File: config.mk
export PLATFORM = sky130hd
export DESIGN_NAME = fifo_arbiter_flat
export DESIGN_NICKNAME = d
export VERILOG_FILES = /design/src/rtl/fifo_arbiter_if.sv /design/src/rtl/fifo_arbiter.sv /design/src/flat_wrapper.sv
export SDC_FILE = /design/constraint.sdc
export NUM_CORES = 1
export LEC_CHECK = 0
export CORE_UTILIZATION = 44
export DETAILED_ROUTE_END_ITERATION = 8
export PLACE_DENSITY = 0.79
export SYNTH_ARGS = -nofsm -noshare
export SYNTH_HDL_FRONTEND = slang
export SYNTH_SLANG_ARGS = --single-unit
File: constraint.sdc
create_clock -name clk -period 1.8 [get_ports clk]
set_input_delay 0.36 -clock clk [delete_from_list [all_inputs] [get_ports clk]]
set_output_delay 0.36 -clock clk [all_outputs]
set_load 0.1 [all_outputs]
File: src/rtl/fifo_arbiter_if.sv
// Signal bundle between the arbiter, its four input FIFOs and its four output FIFOs.
// master is the arbiter side; slave is the FIFO/environment side.
interface fifo_arbiter_if #(
  parameter int data_width = 6
);
  logic [3:0]              empty_in;
  logic [4*data_width-1:0] data_in;
  logic [3:0]              almost_full_out;
  logic [3:0]              pop;
  logic [3:0]              push;
  logic [data_width-1:0]   data_out;
  logic                    idle;
  logic [7:0]              word_count;

  modport master (
    input  empty_in, data_in, almost_full_out,
    output pop, push, data_out, idle, word_count
  );

  modport slave (
    output empty_in, data_in, almost_full_out,
    input  pop, push, data_out, idle, word_count
  );
endinterface

File: src/rtl/fifo_arbiter.sv
// Round-robin pop arbiter over four input FIFOs, routing each word to one of four
// output FIFOs by its two MSBs, with conservative almost-full backpressure.
module fifo_arbiter #(
  parameter int data_width = 6
) (
  input  logic           clk,
  input  logic           reset,
  fifo_arbiter_if.master bus
);

  typedef enum logic [1:0] {INIT, IDLE, ACTIVE} state_t;

  state_t                state;
  logic [1:0]            rr_ptr;
  logic [1:0]            grant_idx;
  logic                  grant_valid;
  logic                  pop_eligible;
  logic                  pop_valid;
  logic [1:0]            pop_idx;
  logic                  s1_valid;
  logic [1:0]            s1_idx;
  logic [data_width-1:0] cap_word;
  logic [1:0]            dest;

  assign pop_valid = |bus.pop;

  // Any almost-full blocks every pop: the destination is unknown until the word is read.
  assign pop_eligible = (state != INIT) && (bus.almost_full_out == 4'b0000) && !(&bus.empty_in);

  always_comb begin
    grant_valid = 1'b0;
    grant_idx   = rr_ptr;
    for (int k = 0; k < 4; k++) begin
      if (pop_eligible && !grant_valid && !bus.empty_in[rr_ptr + 2'(k)]) begin
        grant_valid = 1'b1;
        grant_idx   = rr_ptr + 2'(k);
      end
    end
  end

  always_comb begin
    cap_word = '0;
    for (int i = 0; i < 4; i++) begin
      if (s1_idx == 2'(i)) begin
        cap_word = bus.data_in[i*data_width +: data_width];
      end
    end
  end

  assign dest = cap_word[data_width-1 -: 2];

  // idle is registered alongside the state so it always equals (state == IDLE).
  always_ff @(posedge clk or negedge reset) begin
    if (!reset) begin
      state    <= INIT;
      bus.idle <= 1'b1;
    end else begin
      case (state)
        INIT: begin
          state    <= IDLE;
          bus.idle <= 1'b1;
        end
        IDLE: begin
          if (!(&bus.empty_in)) begin
            state    <= ACTIVE;
            bus.idle <= 1'b0;
          end
        end
        ACTIVE: begin
          if ((&bus.empty_in) && !pop_valid && !s1_valid) begin
            state    <= IDLE;
            bus.idle <= 1'b1;
          end
        end
        default: begin
          state    <= INIT;
          bus.idle <= 1'b1;
        end
      endcase
    end
  end

  // Pipeline: pop in N, word on data_in in N+1 (stage s1), push and data_out in N+2.
  always_ff @(posedge clk or negedge reset) begin
    if (!reset) begin
      bus.pop        <= 4'b0000;
      bus.push       <= 4'b0000;
      bus.data_out   <= '0;
      bus.word_count <= 8'd0;
      rr_ptr         <= 2'd0;
      pop_idx        <= 2'd0;
      s1_valid       <= 1'b0;
      s1_idx         <= 2'd0;
    end else begin
      bus.pop <= grant_valid ? (4'b0001 << grant_idx) : 4'b0000;
      if (grant_valid) begin
        pop_idx <= grant_idx;
        rr_ptr  <= grant_idx + 2'd1;
      end
      s1_valid <= pop_valid;
      s1_idx   <= pop_idx;
      if (s1_valid) begin
        bus.push     <= 4'b0001 << dest;
        bus.data_out <= cap_word;
      end else begin
        bus.push <= 4'b0000;
      end
      if (|bus.push) begin
        bus.word_count <= bus.word_count + 8'd1;
      end
    end
  end

endmodule

File: src/flat_wrapper.sv
// flat-port wrapper written by rule: the top's interface ports become plain ports
module fifo_arbiter_flat 
#(
  parameter int data_width = 6
)
  (clk, reset, bus_empty_in, bus_data_in, bus_almost_full_out, bus_pop, bus_push, bus_data_out, bus_idle, bus_word_count);
  fifo_arbiter_if #(.data_width(data_width)) bus_i ();
  input  logic clk;
  input  logic reset;
  input wire logic [$bits(bus_i.empty_in)-1:0] bus_empty_in;
  input wire logic [$bits(bus_i.data_in)-1:0] bus_data_in;
  input wire logic [$bits(bus_i.almost_full_out)-1:0] bus_almost_full_out;
  output wire logic [$bits(bus_i.pop)-1:0] bus_pop;
  output wire logic [$bits(bus_i.push)-1:0] bus_push;
  output wire logic [$bits(bus_i.data_out)-1:0] bus_data_out;
  output wire logic [$bits(bus_i.idle)-1:0] bus_idle;
  output wire logic [$bits(bus_i.word_count)-1:0] bus_word_count;
  assign bus_i.empty_in = bus_empty_in;
  assign bus_i.data_in = bus_data_in;
  assign bus_i.almost_full_out = bus_almost_full_out;
  assign bus_pop = bus_i.pop;
  assign bus_push = bus_i.push;
  assign bus_data_out = bus_i.data_out;
  assign bus_idle = bus_i.idle;
  assign bus_word_count = bus_i.word_count;
  fifo_arbiter #(.data_width(data_width)) u_core (.clk(clk), .reset(reset), .bus(bus_i));
endmodule
==> qor.yml, run 1 <==
rsz0062_at_grt: "true"
viasPerCell: 5.37
r2r_end: "u_core.bus.idle"
path_buf_inv: 0
drt-initial-drc-count: 43
cts_root_buffer: "clkbuf_4"
cts.htree.levels: 2
synth_edf_count: 0
core-area_sq_um: 3390
crit_chain: "or4_4 > or3_4 > nand3b_1 > a21oi_1 > a31oi_1"
r2r_slack_ns: 0.01
io_pins: 57
p_leak_nw: 1.17
synth_seq_cells: 32
peakVddDrop_v: 0.000701
cts_sinks: 32
finalHoldViolCount: 0
slowest_delay_ns: 0.53
drive_gt1_share_pct: 41.4
fp-row-count: 21
ys.warnings.count: 0
clock_path_buffers: 2
synth_area_sq_um: 1580
wl_per_cell_um: 16.4
antenna_found_initial: 0
start_util_pct: 46.6
end_kind: "flip-flop"
outcome: "finished clean"
dpl_cell_area_sq_um: 2500
dieArea_sq_um: 3840
cpLargestDelayFamily: "simple AND/OR/NAND/NOR gates"
fin_worst_hold_slack_ns: 0.381
grt.total_usage_pct: 23.1
syn_nets: 161
crit_cells: 5
numCtsBuffers: 5
dp_slack_ns: -0.362
final_nets: 237
worstHoldStart: "u_core.pop_idx[1]"
synthFlopType: "dfrtp_1"
synth_area_leaders: "dfrtp_1, mux4_2, mux2_2, xnor2_1, nand2_1"
diodes: 0
syn2layout_area_growth_pct: 67.8
routed_wl_um: 4080
tritoncts: "built"
worst_pin_slew_ns: 0.395
finalWeightedCongestion: 0.854
p_total_w: 0.00386
clk_pin_slew_worst_paths_ns: 0.09
dp_hpwl_um: 3110
critPathKind: "flip-flop to flip-flop"
hold_depth: 0
start_kind: "flip-flop"
async_reset_ff_share_pct: 100
holdCritPathClass: "flip-flop to flip-flop"
grt_max_degree: 33
min_period_ns: 1.79
grt.overflow.total: 0
first_global_vias: 1285
synth_top_area_share_pct: 49.1
worst_slack_ns: 0.0111
crit_path_max_fanout: 2
n_fill_cell: 175
worstPathArrival_ns: 2.04
synth_cells: 126
die_x_um: 61.9
grt_first_pass_wirelength_um: 6150
ys_types: 49
clock_latency_ns: 0.33
max_freq_mhz: 559
yosysMostFrequentCell: "dfrtp_1"
synth_area_leader_cell: "dfrtp_1"
die_y_um: 61.9
yosysSeqAreaShare_pct: 50.8
finish.instance_area_sq_um: 2650
p_per_area_nw_per_um2: 1450
period_share_pct: 99.4
via_count: 1337
critPathSlowestCell: "or4_4"
syn_area_per_cell_sq_um: 12.5
cp.required_ns: 2.05
setup_viol: 0
clock_skew_ns: 0.00664
cap_violations: 0
r2r_cells: 5
io_buffers: 56
relSlewSlack_pct: 73.7
detail-route-antenna-nets: 0
r2r-start: "u_core.bus.pop[2]"
slew_violations: 0
first_pass_iters: 4
holdPathEnd: "u_core.s1_idx[1]"
drc_errors: 0
ys_top_cells_by_count: "dfrtp_1, nand2_1, nor2_1"
worst max-delay path by stage:
stage | startpoint | endpoint | slack (ns)
2_1_floorplan | u_core.bus.pop[1] | u_core.bus.idle | -0.07
3_3_place_gp | bus_almost_full_out[3] | u_core.rr_ptr[0] | -0.32
3_5_place_dp | bus_almost_full_out[3] | u_core.rr_ptr[0] | -0.36
4_1_cts | bus_empty_in[3] | u_core.rr_ptr[1] | 0.0002
5_1_grt | u_core.bus.pop[2] | u_core.bus.idle | -0.06
6_report | u_core.bus.pop[2] | u_core.bus.idle | 0.01
layout make-up:
type | instances | area (sq um) | share of cell area, %
clock buffer | 8 | 48.8 | 1.84
timing repair buffer | 75 | 948 | 35.8
sequential | 32 | 817 | 30.8
tap | 46 | 57.6 | 2.17
inverter | 3 | 11.3 | 0.425
multi-input combinational | 85 | 768 | 29.0
registers in the layout (all words and copies together) (netlist names):
name	cells
u_core.bus.pop	4
u_core.pop_idx	2
u_core.bus.push	4
u_core.state	2
u_core.bus.idle	1
u_core.bus.data_out	6
u_core.s1_valid	1
u_core.bus.word_count	8
u_core.rr_ptr	2
u_core.s1_idx	2
per-layer routing:
layer | vias to the layer above | wire, um | global-route usage, %
li1 | 616 | - | -
met1 | 677 | 1650 | 27.6
met2 | 34 | 2170 | 39.5
met3 | 10 | 162 | 5.80
met4 | 0 | 95 | 10.2
met5 | - | 0 | 0
power by group:
group	total, W	internal [W]	switching [W]
combinational	0.00224	0.000964	0.00127
clock	0.000382	0.000155	0.000227
sequential	0.00124	0.000936	0.000302
layout by cell type, fill, tap and decap left out, types with 3 or more instances in the layout:
cell type | Yosys | final
mux2_2 | 5 | 5
nor2_1 | 8 | 8
nand2_1 | 8 | 8
dfrtp_2 | 0 | 6
dfrtp_1 | 31 | 23
clkbuf_4 | 0 | 5
inv_1 | 3 | 3
mux4_2 | 7 | 7
nand4_1 | 3 | 3
dlymetal6s2s_1 | 0 | 6
clkbuf_1 | 2 | 3
a21oi_1 | 5 | 5
buf_12 | 0 | 23
clkdlybuf4s50_1 | 0 | 27
xnor2_1 | 5 | 5
buf_4 | 1 | 19
logic make-up (layout without fill, tap and decap cells):
family                   count (synthesis)  in the layout  share of synthesized area [%]
AO/OA/AOI/OAI                           20             20                           9.90
multiplexers                            13             13                           14.3
adder cells (fa/ha/maj)                  1              1                          0.792
XOR/XNOR                                 7              7                           3.88
buffers and inverters                    9             86                           3.01
AND/OR/NAND/NOR                         44             44                           17.4
flip-flops                              32             32                           50.8
repair_timing:
action	in CTS	in global routing
setup buffers	0	7
pin swaps	1	9
hold buffers	0	0
setup endpoints to repair	2	5
resized for setup	1	12
metrics by stage:
step / std cells / TNS (ns) / utilization (%)
after floorplan: 126 / -0.131 / -
after global placement: 234 / -2.24 / 73.9
after detailed placement: 234 / -2.68 / 73.9
after CTS: 242 / 0 / 75.5
after global routing: 249 / -0.0591 / 78.2
final: 249 / 0 / 78.2
Note: power is estimated with default switching activity, not from simulation.
==> run 2, diff against run 1 <==
--- a/config.mk
+++ b/config.mk
@@ -5,9 +5,10 @@
 export SDC_FILE = /design/constraint.sdc
 export NUM_CORES = 1
 export LEC_CHECK = 0
-export CORE_UTILIZATION = 44
+export CORE_UTILIZATION = 40
+export CTS_CLUSTER_SIZE = 14
 export DETAILED_ROUTE_END_ITERATION = 8
-export PLACE_DENSITY = 0.79
+export PLACE_DENSITY = 0.76
 export SYNTH_ARGS = -nofsm -noshare
 export SYNTH_HDL_FRONTEND = slang
 export SYNTH_SLANG_ARGS = --single-unit
==> constraint.sdc (replaced) <==
create_clock -name clk -period 1.5 [get_ports clk]
set_input_delay 0.3 -clock clk [delete_from_list [all_inputs] [get_ports clk]]
set_output_delay 0.3 -clock clk [all_outputs]
set_load 0.1 [all_outputs]
==> run 2 against run 1 <==
The flow now finishes with violations (negative setup slack). Routed wire length grew 2.8%. Maximum frequency grew 5.6%. Clock skew shrank 0.0019 ns. Non-clock buffer count grew 10. Critical path type unchanged. Critical endpoint unchanged. Largest cell class unchanged.
==> qor.yml, run 2 (synthesized netlist as in run 1, its figures left out) <==
dpl_cell_area_sq_um: 2630
antenna_found_initial: 0
clock_path_buffers: 2
hold_depth: 0
viasPerCell: 5.20
holdPathEnd: "u_core.s1_idx[1]"
wl_per_cell_um: 16.1
pwr-share-seq_pct: 28.3
worst_slack_ns: -0.194
grt_max_degree: 33
p_per_area_nw_per_um2: 1780
combPwrFrac_pct: 58.5
routed_wl_um: 4200
path_buf_inv: 0
dp_hpwl_um: 3100
peakVddDrop_v: 0.00111
clock_skew_ns: 0.00472
finalHoldViolCount: 0
drive_gt1_share_pct: 54.5
io_pins: 57
holdCritPathClass: "flip-flop to flip-flop"
slew_violations: 0
syn2layout_area_growth_pct: 81.4
r2r_cells: 5
relSlewSlack_pct: 78.6
cp.required_ns: 1.71
outcome: "complete, but fails checks"
numCtsBuffers: 5
final_nets: 247
finalWeightedCongestion: 0.786
cts_root_buffer: "clkbuf_8"
fp-row-count: 22
worst_pin_slew_ns: 0.318
rsz0062_at_grt: "true"
setup_viol: 14
r2r_slack_ns: -0.19
period_share_pct: 113
cts_sinks: 32
p_leak_nw: 1.21
critPathSlowestCell: "or4_4"
grt.total_usage_pct: 21.7
io_buffers: 56
p_int_w: 0.00282
reg.largest.list: "u_core.bus.word_count (8), u_core.bus.data_out (6)"
max_freq_mhz: 590
tritoncts: "built"
start_util_pct: 42.5
diodes: 0
first_global_vias: 1436
drc_errors: 0
finish.instance_area_sq_um: 2870
slowest_delay_ns: 0.55
die_y_um: 64.9
dieArea_sq_um: 4210
critPathKind: "flip-flop to flip-flop"
switchingPower_w: 0.00229
cap_violations: 0
place_inst: 247
largest_reg_flops: 8
worstHoldStart: "u_core.pop_idx[1]"
cpLargestDelayFamily: "simple AND/OR/NAND/NOR gates"
regMostFlops: "u_core.bus.word_count"
r2r_end: "u_core.bus.idle"
die_x_um: 64.9
end_kind: "flip-flop"
drt-initial-drc-count: 43
crit_chain: "or4_4 > or3_4 > nand3b_1 > a21oi_1 > a31oi_1"
grt.overflow.total: 0
core-area_sq_um: 3720
swShare_pct: 44.8
start_kind: "flip-flop"
clk_pin_slew_worst_paths_ns: 0.07
final_common_cell: "buf_4"
grt_first_pass_wirelength_um: 6780
cts.htree.levels: 2
r2r-start: "u_core.bus.pop[2]"
clock_latency_ns: 0.28
worstPathArrival_ns: 1.90
detail-route-antenna-nets: 0
first_pass_iters: 4
fin_cells: 261
clkPwrFrac_pct: 13.3
crit_path_max_fanout: 2
violations: "negative setup slack"
mostFrequentLayoutCells: "buf_4, clkdlybuf4s50_1, buf_12, dfrtp_1, dfrtp_2"
via_count: 1357
min_period_ns: 1.69
## run 2: changes by cell type in the layout (fill, tap and decap cells not counted), moves of 6 or more
cell	delta
dfrtp_1	-7
dlymetal6s2s_1	-6
clkbuf_8	+6
buf_4	+8
dfrtp_2	+7
dlygate4sd2_1	+6
## run 2: area by class of cell
class / count / area [sq um]
clock buffer: 7 / 86.3
clock inverter: 1 / 7.51
fill: 227 / 850
inverter: 3 / 11.3
multi-input combinational: 85 / 848
sequential: 32 / 826
tap: 48 / 60.1
timing repair buffer: 85 / 1030
## run 2: per-stage QoR
step                hold WS, ns  util (%)  total power, W  worst slack [ns]  setup TNS (ns)
floorplan               0.00441         -         0.00319            -0.373           -2.64
global placement          0.365      70.7         0.00415            -0.569           -6.01
detailed placement        0.367      70.7         0.00424            -0.642           -7.12
CTS                       0.382      75.1         0.00501            -0.224           -1.30
global route              0.385      77.1         0.00533            -0.243           -2.13
finish                    0.381      77.1         0.00511            -0.194           -1.47
## run 2: power by group through the flow
stage / combinational (W) / clock, W / sequential [W]
after global routing: 0.00311 / 0.000739 / 0.00149
after floorplan: 0.000888 / 0 / 0.00230
after global placement: 0.00272 / 0 / 0.00143
final: 0.00299 / 0.000678 / 0.00145
after detailed placement: 0.00279 / 0 / 0.00145
after CTS: 0.00289 / 0.000685 / 0.00144
## run 2: layer usage
layer	up-vias	global-route usage, %	share of wire [%]
li1	638	-	-
met1	679	23.7	39
met2	31	39.5	56
met3	9	5.81	3.5
met4	0	8.33	1.6
met5	-	0	0
## run 2: how the worst max path moves through the flow
stage / startpoint / end / slack (ns) / depth (start not counted)
after global routing: u_core.rr_ptr[1] / u_core.rr_ptr[1] / -0.24 / 5
after CTS: u_core.rr_ptr[1] / u_core.rr_ptr[1] / -0.22 / 5
final: u_core.bus.pop[2] / u_core.bus.idle / -0.19 / 5
after global placement: bus_almost_full_out[3] / u_core.rr_ptr[0] / -0.57 / 5
after floorplan: u_core.bus.pop[1] / u_core.bus.idle / -0.37 / 5
after detailed placement: bus_empty_in[1] / u_core.rr_ptr[1] / -0.64 / 6
## run 2: worst reg2reg max path, cell delays in order, from the launching register on
cell and delay [ns]:
dfrtp_2 0.40, or4_4 0.55, or3_4 0.35, nand3b_1 0.12, a21oi_1 0.07, a31oi_1 0.14
## run 2: repair_timing
item,in CTS,in global routing
setup endpoints to repair,19,13
buffers inserted,4,2
pin swaps,14,13
hold endpoints to repair,0,0
hold buffers,0,0
gates resized for setup,23,12
==> run 3, diff against run 2 <==
--- a/config.mk
+++ b/config.mk
@@ -5,10 +5,11 @@
 export SDC_FILE = /design/constraint.sdc
 export NUM_CORES = 1
 export LEC_CHECK = 0
-export CORE_UTILIZATION = 40
+export CORE_ASPECT_RATIO = 0.75
+export CORE_UTILIZATION = 35
 export CTS_CLUSTER_SIZE = 14
 export DETAILED_ROUTE_END_ITERATION = 8
-export PLACE_DENSITY = 0.76
+export PLACE_DENSITY = 0.68
 export SYNTH_ARGS = -nofsm -noshare
 export SYNTH_HDL_FRONTEND = slang
 export SYNTH_SLANG_ARGS = --single-unit
==> constraint.sdc (replaced) <==
create_clock -name clk -period 1.4 [get_ports clk]
set_input_delay 0.28 -clock clk [delete_from_list [all_inputs] [get_ports clk]]
set_output_delay 0.28 -clock clk [all_outputs]
set_load 0.1 [all_outputs]
==> run 3 against run 2 <==
The run still ends with negative setup slack left. First-iteration DRC count decreased by 9.3%. Global-route usage down 3.3 points. Largest cell class unchanged. Clock skew grew 0.0071 ns. Final cell count grew 1.9%. Non-clock buffer count down 2. Sequential power increased by 7%. Critical endpoint is now u_core.rr_ptr[1]. Combinational power increased by 9.7%. Cell area is essentially flat. Clock-buffer cell count decreased by 2. Total power increased by 7.8%. Register-to-register slack lost 0.09 ns. Clock power rose by 1%.
==> qor.yml, run 3 (synthesized netlist as in run 1, its figures left out) <==
drc_errors: 0
setup_viol: 15
cts.htree.levels: 2
p_total_w: 0.00551
diodes: 0
cp.required_ns: 1.55
worstPathArrival_ns: 1.84
critPathKind: "primary input to flip-flop"
clock_latency_ns: 0.29
fp-row-count: 20
core-area_sq_um: 4180
slew_violations: 0
first_global_vias: 1407
wl_per_cell_um: 15.0
first_pass_iters: 4
grt_first_pass_wirelength_um: 6500
crit_path_start: "bus_empty_in[0]"
grt.overflow.total: 0
clock_skew_ns: 0.0118
max_freq_mhz: 593
mostFrequentLayoutCells: "clkdlybuf4s50_1, buf_12, buf_4, dfrtp_1, dfrtp_2"
p_per_area_nw_per_um2: 1920
r2r_cells: 5
die_y_um: 60.2
p_leak_nw: 1.21
clock_path_buffers: 2
outcome: "complete, but fails checks"
grt_max_degree: 33
start_util_pct: 37.8
drt-initial-drc-count: 39
worst_slack_ns: -0.285
largest_reg_flops: 8
viasPerCell: 4.99
min_period_ns: 1.68
grt.total_usage_pct: 18.4
peakVddDrop_v: 0.00135
cts_sinks: 32
rsz0062_at_grt: "true"
dp_slack_ns: -0.691
routed_wl_um: 3980
tritoncts: "built"
period_share_pct: 120
dieArea_sq_um: 4790
io_buffers: 56
r2r_end: "u_core.rr_ptr[1]"
end_kind: "flip-flop"
relSlewSlack_pct: 77.2
r2r_slack_ns: -0.28
final_common_cell: "clkdlybuf4s50_1"
r2r-start: "u_core.rr_ptr[1]"
start_kind: "primary input"
reg.largest.list: "u_core.bus.word_count (8), u_core.bus.data_out (6)"
finalWeightedCongestion: 1.01
violations: "negative setup slack"
numCtsBuffers: 5
io_pins: 57
crit_path_max_fanout: 5
worst_pin_slew_ns: 0.342
syn2layout_area_growth_pct: 81.5
cts_root_buffer: "clkbuf_8"
dp_hpwl_um: 3140
final_nets: 245
clk_pin_slew_worst_paths_ns: 0.07
die_x_um: 79.6
setup.worst_path.end: "u_core.rr_ptr[1]"
drive_gt1_share_pct: 56.4
detail-route-antenna-nets: 0
holdCritPathClass: "primary input to asynchronous set/reset pin"
cap_violations: 0
finalHoldViolCount: 0
via_count: 1328
regMostFlops: "u_core.bus.word_count"
antenna_found_initial: 0
n_fill_cell: 289
[run 3: metrics by stage]
step	cells	hold slack [ns]	utilization [%]	setup TNS, ns	area [sq um]
after floorplan	126	-0.0156	-	-4.41	1630
after CTS	266	0.364	67.1	-2.57	2810
after detailed placement	254	0.369	63.1	-8.60	2640
after global placement	254	0.364	63.1	-7.82	2640
after global routing	266	0.377	68.6	-3.38	2870
final	266	0.362	68.6	-2.46	2870
[run 3: where the power goes]
group | internal (W) | leakage [nW] | total, W | switching (W)
clock network | 0.000345 | 0.0479 | 0.000687 | 0.000342
logic | 0.00148 | 0.778 | 0.00328 | 0.00180
registers | 0.00122 | 0.387 | 0.00155 | 0.000333
[run 3: layout make-up]
class | instances | area, sq um | area share (%)
Clock buffer | 5 | 68.8 | 2.40
Clock inverter | 3 | 18.8 | 0.654
Inverter | 3 | 13.8 | 0.480
Multi-Input combinational cell | 85 | 851 | 29.7
Sequential cell | 32 | 826 | 28.8
Tap cell | 55 | 68.8 | 2.40
Timing Repair Buffer | 83 | 1020 | 35.6
[run 3: per-layer routing]
layer	track usage (%)	vias to the layer above	wire (um)
li1	-	632	-
met1	19.8	663	1570
met5	0	-	0
met4	8.05	0	53
met3	4.89	6	145
met2	34.3	27	2210
[run 3: worst min path at each step]
| stage | startpoint | to | slack [ns] | depth (start not counted) |
|---|---|---|---|---|
| 6_report | reset | u_core.bus.word_count[2] | 0.36 | 2 |
| 5_1_grt | reset | u_core.bus.word_count[2] | 0.38 | 2 |
| 4_1_cts | reset | u_core.bus.word_count[6] | 0.36 | 2 |
| 3_5_place_dp | u_core.pop_idx[1] | u_core.s1_idx[1] | 0.37 | 0 |
| 3_3_place_gp | u_core.pop_idx[0] | u_core.s1_idx[0] | 0.36 | 0 |
| 2_1_floorplan | reset | u_core.bus.data_out[0] | -0.02 | 0 |
[run 3: worst max-delay path: stages]
cell and delay (ns):
clkdlybuf4s50_1 0.46, mux4_2 0.49, a41o_1 0.26, o31ai_4 0.10, or2_1 0.17, o211ai_2 0.09
[run 3: timing repair]
action | in CTS | in global routing
resized for setup | 25 | 16
setup endpoints to repair | 20 | 26
hold buffers | 0 | 0
buffers inserted | 4 | 1
pin swaps | 14 | 3
